File: config.mk
export PLATFORM = sky130hd
export DESIGN_NAME = junction_controller
export DESIGN_NICKNAME = d
export VERILOG_FILES = /design/src/rtl/junction_pkg.sv /design/src/rtl/phase_timer.sv /design/src/rtl/junction_controller.sv
export SDC_FILE = /design/constraint.sdc
export NUM_CORES = 1
export LEC_CHECK = 0
export ABC_AREA = 1
export CORE_MARGIN = 5
export CORE_UTILIZATION = 40
export DETAILED_ROUTE_END_ITERATION = 6
export GPL_TIMING_DRIVEN = 0
export PLACE_DENSITY = 0.59
export SYNTH_ARGS = -nofsm -noshare
export SYNTH_HDL_FRONTEND = slang
export SYNTH_SLANG_ARGS = --single-unit
File: constraint.sdc
create_clock -name clk -period 3.5 [get_ports clk]
set_input_delay 0.35 -clock clk [delete_from_list [all_inputs] [get_ports clk]]
set_output_delay 0.35 -clock clk [all_outputs]
set_load 0.1 [all_outputs]
File: src/rtl/junction_pkg.sv
// Shared types and constants for the junction traffic-light controller.
// Phase codes are visible on the debug port, so their values are fixed.
package junction_pkg;

  typedef enum logic [3:0] {
    ALLRED_A = 4'd0,
    NS_RA    = 4'd1,
    NS_G     = 4'd2,
    NS_A     = 4'd3,
    ALLRED_B = 4'd4,
    EW_RA    = 4'd5,
    EW_G     = 4'd6,
    EW_A     = 4'd7,
    PED      = 4'd8
  } phase_e;

  typedef enum logic {
    DIR_NS = 1'b0,
    DIR_EW = 1'b1
  } dir_e;

  // Lamp encoding is {green, amber, red}.
  localparam logic [2:0] LAMP_RED   = 3'b001;
  localparam logic [2:0] LAMP_RA    = 3'b011;
  localparam logic [2:0] LAMP_GREEN = 3'b100;
  localparam logic [2:0] LAMP_AMBER = 3'b010;

  localparam int DEF_RA_TICKS     = 2;
  localparam int DEF_GREEN_TICKS  = 8;
  localparam int DEF_AMBER_TICKS  = 3;
  localparam int DEF_ALLRED_TICKS = 1;
  localparam int DEF_PED_TICKS    = 5;
  localparam int DEF_CNT_W        = 8;

  // Lamp for one head given its own red+amber / green / amber phases.
  function automatic logic [2:0] head_lamp(phase_e ph, phase_e ra, phase_e g, phase_e a);
    logic [2:0] l;
    l = LAMP_RED;
    if (ph == ra)     l = LAMP_RA;
    else if (ph == g) l = LAMP_GREEN;
    else if (ph == a) l = LAMP_AMBER;
    return l;
  endfunction

endpackage

File: src/rtl/phase_timer.sv
// Loadable down-counter that holds at zero; zero flags the last tick of a phase.
module phase_timer #(
  parameter int               CNT_W   = 8,
  parameter logic [CNT_W-1:0] RST_VAL = '0
) (
  input  logic             clk,
  input  logic             rst_n,
  input  logic             load,
  input  logic [CNT_W-1:0] load_val,
  input  logic             en,
  output logic             zero
);

  logic [CNT_W-1:0] cnt_q, cnt_d;

  always_comb begin
    cnt_d = cnt_q;
    if (load)                  cnt_d = load_val;
    else if (en && cnt_q != '0) cnt_d = cnt_q - CNT_W'(1);
  end

  always_ff @(posedge clk or negedge rst_n) begin
    if (!rst_n) cnt_q <= RST_VAL;
    else        cnt_q <= cnt_d;
  end

  assign zero = (cnt_q == '0);

endmodule

File: src/rtl/junction_controller.sv
// Two-head junction sequencer with a pedestrian phase slotted into all-red gaps.
// All outputs decode from registered state, so lamps change only on clock edges.
module junction_controller import junction_pkg::*; #(
  parameter int RA_TICKS     = DEF_RA_TICKS,
  parameter int GREEN_TICKS  = DEF_GREEN_TICKS,
  parameter int AMBER_TICKS  = DEF_AMBER_TICKS,
  parameter int ALLRED_TICKS = DEF_ALLRED_TICKS,
  parameter int PED_TICKS    = DEF_PED_TICKS,
  parameter int CNT_W        = DEF_CNT_W
) (
  input  logic       clk,
  input  logic       rst_n,
  input  logic       enable,
  input  logic       ped_req,
  output logic       ns_red,
  output logic       ns_amber,
  output logic       ns_green,
  output logic       ew_red,
  output logic       ew_amber,
  output logic       ew_green,
  output logic       ped_walk,
  output logic       ped_wait,
  output logic [3:0] phase
);

  phase_e           state_q, state_d;
  dir_e             dir_q, dir_d;
  logic             wait_q, wait_d;
  logic             tmr_zero, advance, load;
  logic [CNT_W-1:0] load_val;
  logic [2:0]       ns_lamp, ew_lamp;

  function automatic logic [CNT_W-1:0] phase_len_m1(phase_e ph);
    logic [CNT_W-1:0] v;
    case (ph)
      NS_RA, EW_RA: v = CNT_W'(RA_TICKS - 1);
      NS_G,  EW_G:  v = CNT_W'(GREEN_TICKS - 1);
      NS_A,  EW_A:  v = CNT_W'(AMBER_TICKS - 1);
      PED:          v = CNT_W'(PED_TICKS - 1);
      default:      v = CNT_W'(ALLRED_TICKS - 1);
    endcase
    return v;
  endfunction

  phase_timer #(
    .CNT_W  (CNT_W),
    .RST_VAL(CNT_W'(ALLRED_TICKS - 1))
  ) u_timer (
    .clk     (clk),
    .rst_n   (rst_n),
    .load    (load),
    .load_val(load_val),
    .en      (enable),
    .zero    (tmr_zero)
  );

  always_comb begin
    state_d = state_q;
    advance = enable && tmr_zero;
    case (state_q)
      ALLRED_A: if (advance) state_d = wait_q ? PED : NS_RA;
      NS_RA:    if (advance) state_d = NS_G;
      NS_G:     if (advance) state_d = NS_A;
      NS_A:     if (advance) state_d = ALLRED_B;
      ALLRED_B: if (advance) state_d = wait_q ? PED : EW_RA;
      EW_RA:    if (advance) state_d = EW_G;
      EW_G:     if (advance) state_d = EW_A;
      EW_A:     if (advance) state_d = ALLRED_A;
      PED:      if (advance) state_d = (dir_q == DIR_NS) ? NS_RA : EW_RA;
      // Corrupted codes fall back to all-red regardless of enable.
      default:  state_d = ALLRED_A;
    endcase
    // Every transition changes state, so a change is exactly a phase entry.
    load     = (state_d != state_q);
    load_val = phase_len_m1(state_d);
  end

  always_comb begin
    dir_d = dir_q;
    if (state_q == ALLRED_A)      dir_d = DIR_NS;
    else if (state_q == ALLRED_B) dir_d = DIR_EW;
  end

  // Entry into PED clears the latch and wins over a same-cycle press.
  always_comb begin
    wait_d = wait_q | (ped_req && (state_q != PED));
    if (state_d == PED && state_q != PED) wait_d = 1'b0;
  end

  always_ff @(posedge clk or negedge rst_n) begin
    if (!rst_n) begin
      state_q <= ALLRED_A;
      dir_q   <= DIR_NS;
      wait_q  <= 1'b0;
    end else begin
      state_q <= state_d;
      dir_q   <= dir_d;
      wait_q  <= wait_d;
    end
  end

  assign ns_lamp = head_lamp(state_q, NS_RA, NS_G, NS_A);
  assign ew_lamp = head_lamp(state_q, EW_RA, EW_G, EW_A);

  assign {ns_green, ns_amber, ns_red} = ns_lamp;
  assign {ew_green, ew_amber, ew_red} = ew_lamp;
  assign ped_walk = (state_q == PED);
  assign ped_wait = wait_q;
  assign phase    = state_q;

endmodule

==> qor.csv <==
stage;metric;value;unit
route;Routed WL;2210;microns
critical_path;slowest CP cell;clkdlybuf4s50_1;
critical_path;Setup crit start kind;flop;
critical_path;Buf+Inv Stages, Crit Path;2;
global_routing;first-pass GRT wire length;3950;microns
layout;layout cell share with drive strength beyond 1;24.8;%
floorplan;die area;3750;sq um
critical_path;CP Max Fanout;8;
layout;final cell area excluding filler cells;1270;sq um
layout;number of diodes;0;
sta;fin crit share;77.8;%
route;drt initial violations;27;
placed_design;port bufs;15;
layout;register area;350;sq um
layout;Final Non-Filler Cells;179;
synthesis;Synth Flop Type;dfrtp_1;
clocking;Setup Fix Bufs, Post-CTS;0;
synthesis;most used standard cell by instance count after synthesis;nand2_1;
sta;Final Hold Viols;0;
synthesis;Gate Count Post-Synth;130;
layout;Area growth syn-to-layout;21.4;%
floorplan;chip width;61.2;microns
critical_path;Required @ worst endpoint;3.15;ns
placed_design;DP Area;1240;sq um
sta;Final setup viols;0;
sta;Rel. slew slack;35.2;%
synthesis;Yosys top cell by area;dfrtp_1;
placed_design;Post-DP HPWL;1760;microns
layout;post-layout util;50.9;%
synthesis;sequential share of the synthesized area;33.4;%
critical_path;Worst path most repeated cell;nor2_2;
placed_design;Placer Congestion;0.846;
clocking;Reg clk slew, reported paths;0.09;ns
global_routing;grt ovf;0;
sta;fin. max-slew vios;0;
route;total number of vias;875;
floorplan;core footprint;2500;sq um
layout;fin nets;156;
job;max cap viols;0;
route;Initial DRT Pass Iterations;4;
global_routing;largest net degree at the start of global routing;15;
sta;hold slack;0.455;ns
run_status;status;finished clean;
synthesis;Synth Warn #;0;
clocking;clk_lat worst skew;0.29;ns
critical_path;Worst path max stage delay;1.16;ns
synthesis;Syn Nets;136;
floorplan;Initial Utilization;41.9;%
global_routing;vias in the first global route;885;
synthesis;Yosys reg bits;14;
synthesis;Area contributors post-synth;dfrtp_1, nand2_1, nand2_4;
placed_design;placed cells;175;
clocking;clk root buf;clkbuf_4;
sta;fin crit period;2.72;ns
route;drt drc;0;
clocking;Clock Sink Count;14;
clocking;hold buffers post-CTS;0;
sta;Clock Skews;0.00587;ns
layout;# fillers;245;
route;Detail Route Antenna Nets;0;
sta;final setup TNS;0;ns
critical_path;RR Startpoint;u_timer.cnt_q[0];
critical_path;Worst Reg-to-Reg Cells;13;
sta;Worst-Margin Slew;0.969;ns
sta;RSZ-0062 raised after global routing;no;
synthesis;Post-synth ARST share;100;%
floorplan;die height;61.2;microns
global_routing;Total GRT Usage;14.2;%
route;wire length per cell;12.3;microns
synthesis;Distinct cells, synth;25;
route;vias per cell;4.89;
synthesis;Cell Area, Synth;1050;sq um
critical_path;CP Class;reg -> out;
clocking;H-Tree Depth;1;
synthesis;Synth top area share;33.4;%
pwr;leak pwr;0.618;nW
floorplan;I/O pins;16;
worst_hold_path;HP Class;in -> async;
critical_path;critical path's top delay family;buffers and inverters;
synthesis;Post-synth top cells;nand2_1, nor2_1, inv_1;
layout;multi-input logic area;612;sq um
pwr;VDD IR-drop max;0.000523;V
critical_path;RR Endpoint;u_timer.cnt_q[2];
global_routing;antenna violations before repair;0;
critical_path;critical path capture point type;output port;
clocking;Clock Path Buffers;2;
pwr;PD cells;971;nW/um^2
synthesis;Syn Area/Cell;8.07;sq um
clocking;CTS resizes;0;
floorplan;Row Count;18;
clocking;total CTS buffers;3;
critical_path;FF-to-FF setup slack;1.62;ns
clocking;TritonCTS clock tree;yes;
critical_path;arrival time at the worst endpoint;2.37;ns
sta;fmax;0.367;GHz
critical_path;crit-path cells;buf_2 -> nor2_2 -> nand2_1 -> nor2_2 -> clkdlybuf4s50_1;
synthesis;Post-synth EDFFs;0;
metrics by stage:
step           worst slack, ns  total power [W]
6_report                 0.778          0.00124
5_1_grt                  0.663          0.00134
4_1_cts                  0.753          0.00125
3_5_place_dp              1.09          0.00112
3_3_place_gp              1.08          0.00111
2_1_floorplan            0.302         0.000965
cell type report:
class                           count  share of cell area [%]
Sequential cell                    14                    27.5
Multi-Input combinational cell     97                    48.1
Buffer                              1                   0.393
Timing Repair Buffer               15                    11.8
Inverter                           18                    6.39
Clock buffer                        4                    2.85
Tap cell                           30                    2.95
worst register-to-register path: cells and delay by family (launching register included):
kind / cells / cell delay, ns
buffers and inverters: 1 / 0.12
and+or+nand+nor: 11 / 1.13
adders and majority gates: 1 / 0.17
DFF: 1 / 0.37
worst max-delay path by stage:
stage,start,to,cells past startpoint
3_3_place_gp,phase[1],ped_walk,5
3_5_place_dp,phase[1],ped_walk,5
5_1_grt,phase[1],ped_walk,5
6_report,phase[1],ped_walk,5
4_1_cts,phase[1],ped_walk,5
2_1_floorplan,phase[0],phase[2],4
registers in the layout, indices dropped and copies added, names as in the netlist:
signal         cells
phase              4
dir_q              1
ped_wait           1
u_timer.cnt_q      8
power breakdown:
group / internal (W) / switching (W)
registers: 0.000221 / 0.0000589
clock network: 0.0000634 / 0.0000565
logic: 0.000263 / 0.000572
logic make-up (layout without fill, tap and decap cells):
logic type / after synthesis / after routing / share of synthesized area [%]
AND/OR/NAND/NOR: 79 / 79 / 44.4
buffers and inverters: 19 / 38 / 8.23
flip-flops: 14 / 14 / 33.4
AO/OA/AOI/OAI: 9 / 9 / 5.73
XOR/XNOR: 7 / 7 / 5.85
adder cells (fa/ha/maj): 2 / 2 / 2.39
cells in the final DEF (no fill, tap or decap), types with 6 or more instances in the layout:
cell type / n
nand2_2: 7
inv_1: 15
nand3_1: 12
clkdlybuf4s50_1: 15
nor2_1: 17
nand2_1: 20
nor2_2: 6
dfrtp_1: 14
nand2_4: 6
layer usage:
layer | share of wire [%] | track usage (%)
met1 | 48 | 18.3
met3 | 3.1 | 3.77
met4 | 0.59 | 3.72
met2 | 48 | 23.4
met5 | 0 | 0
Power figures use the tool's default switching activity.
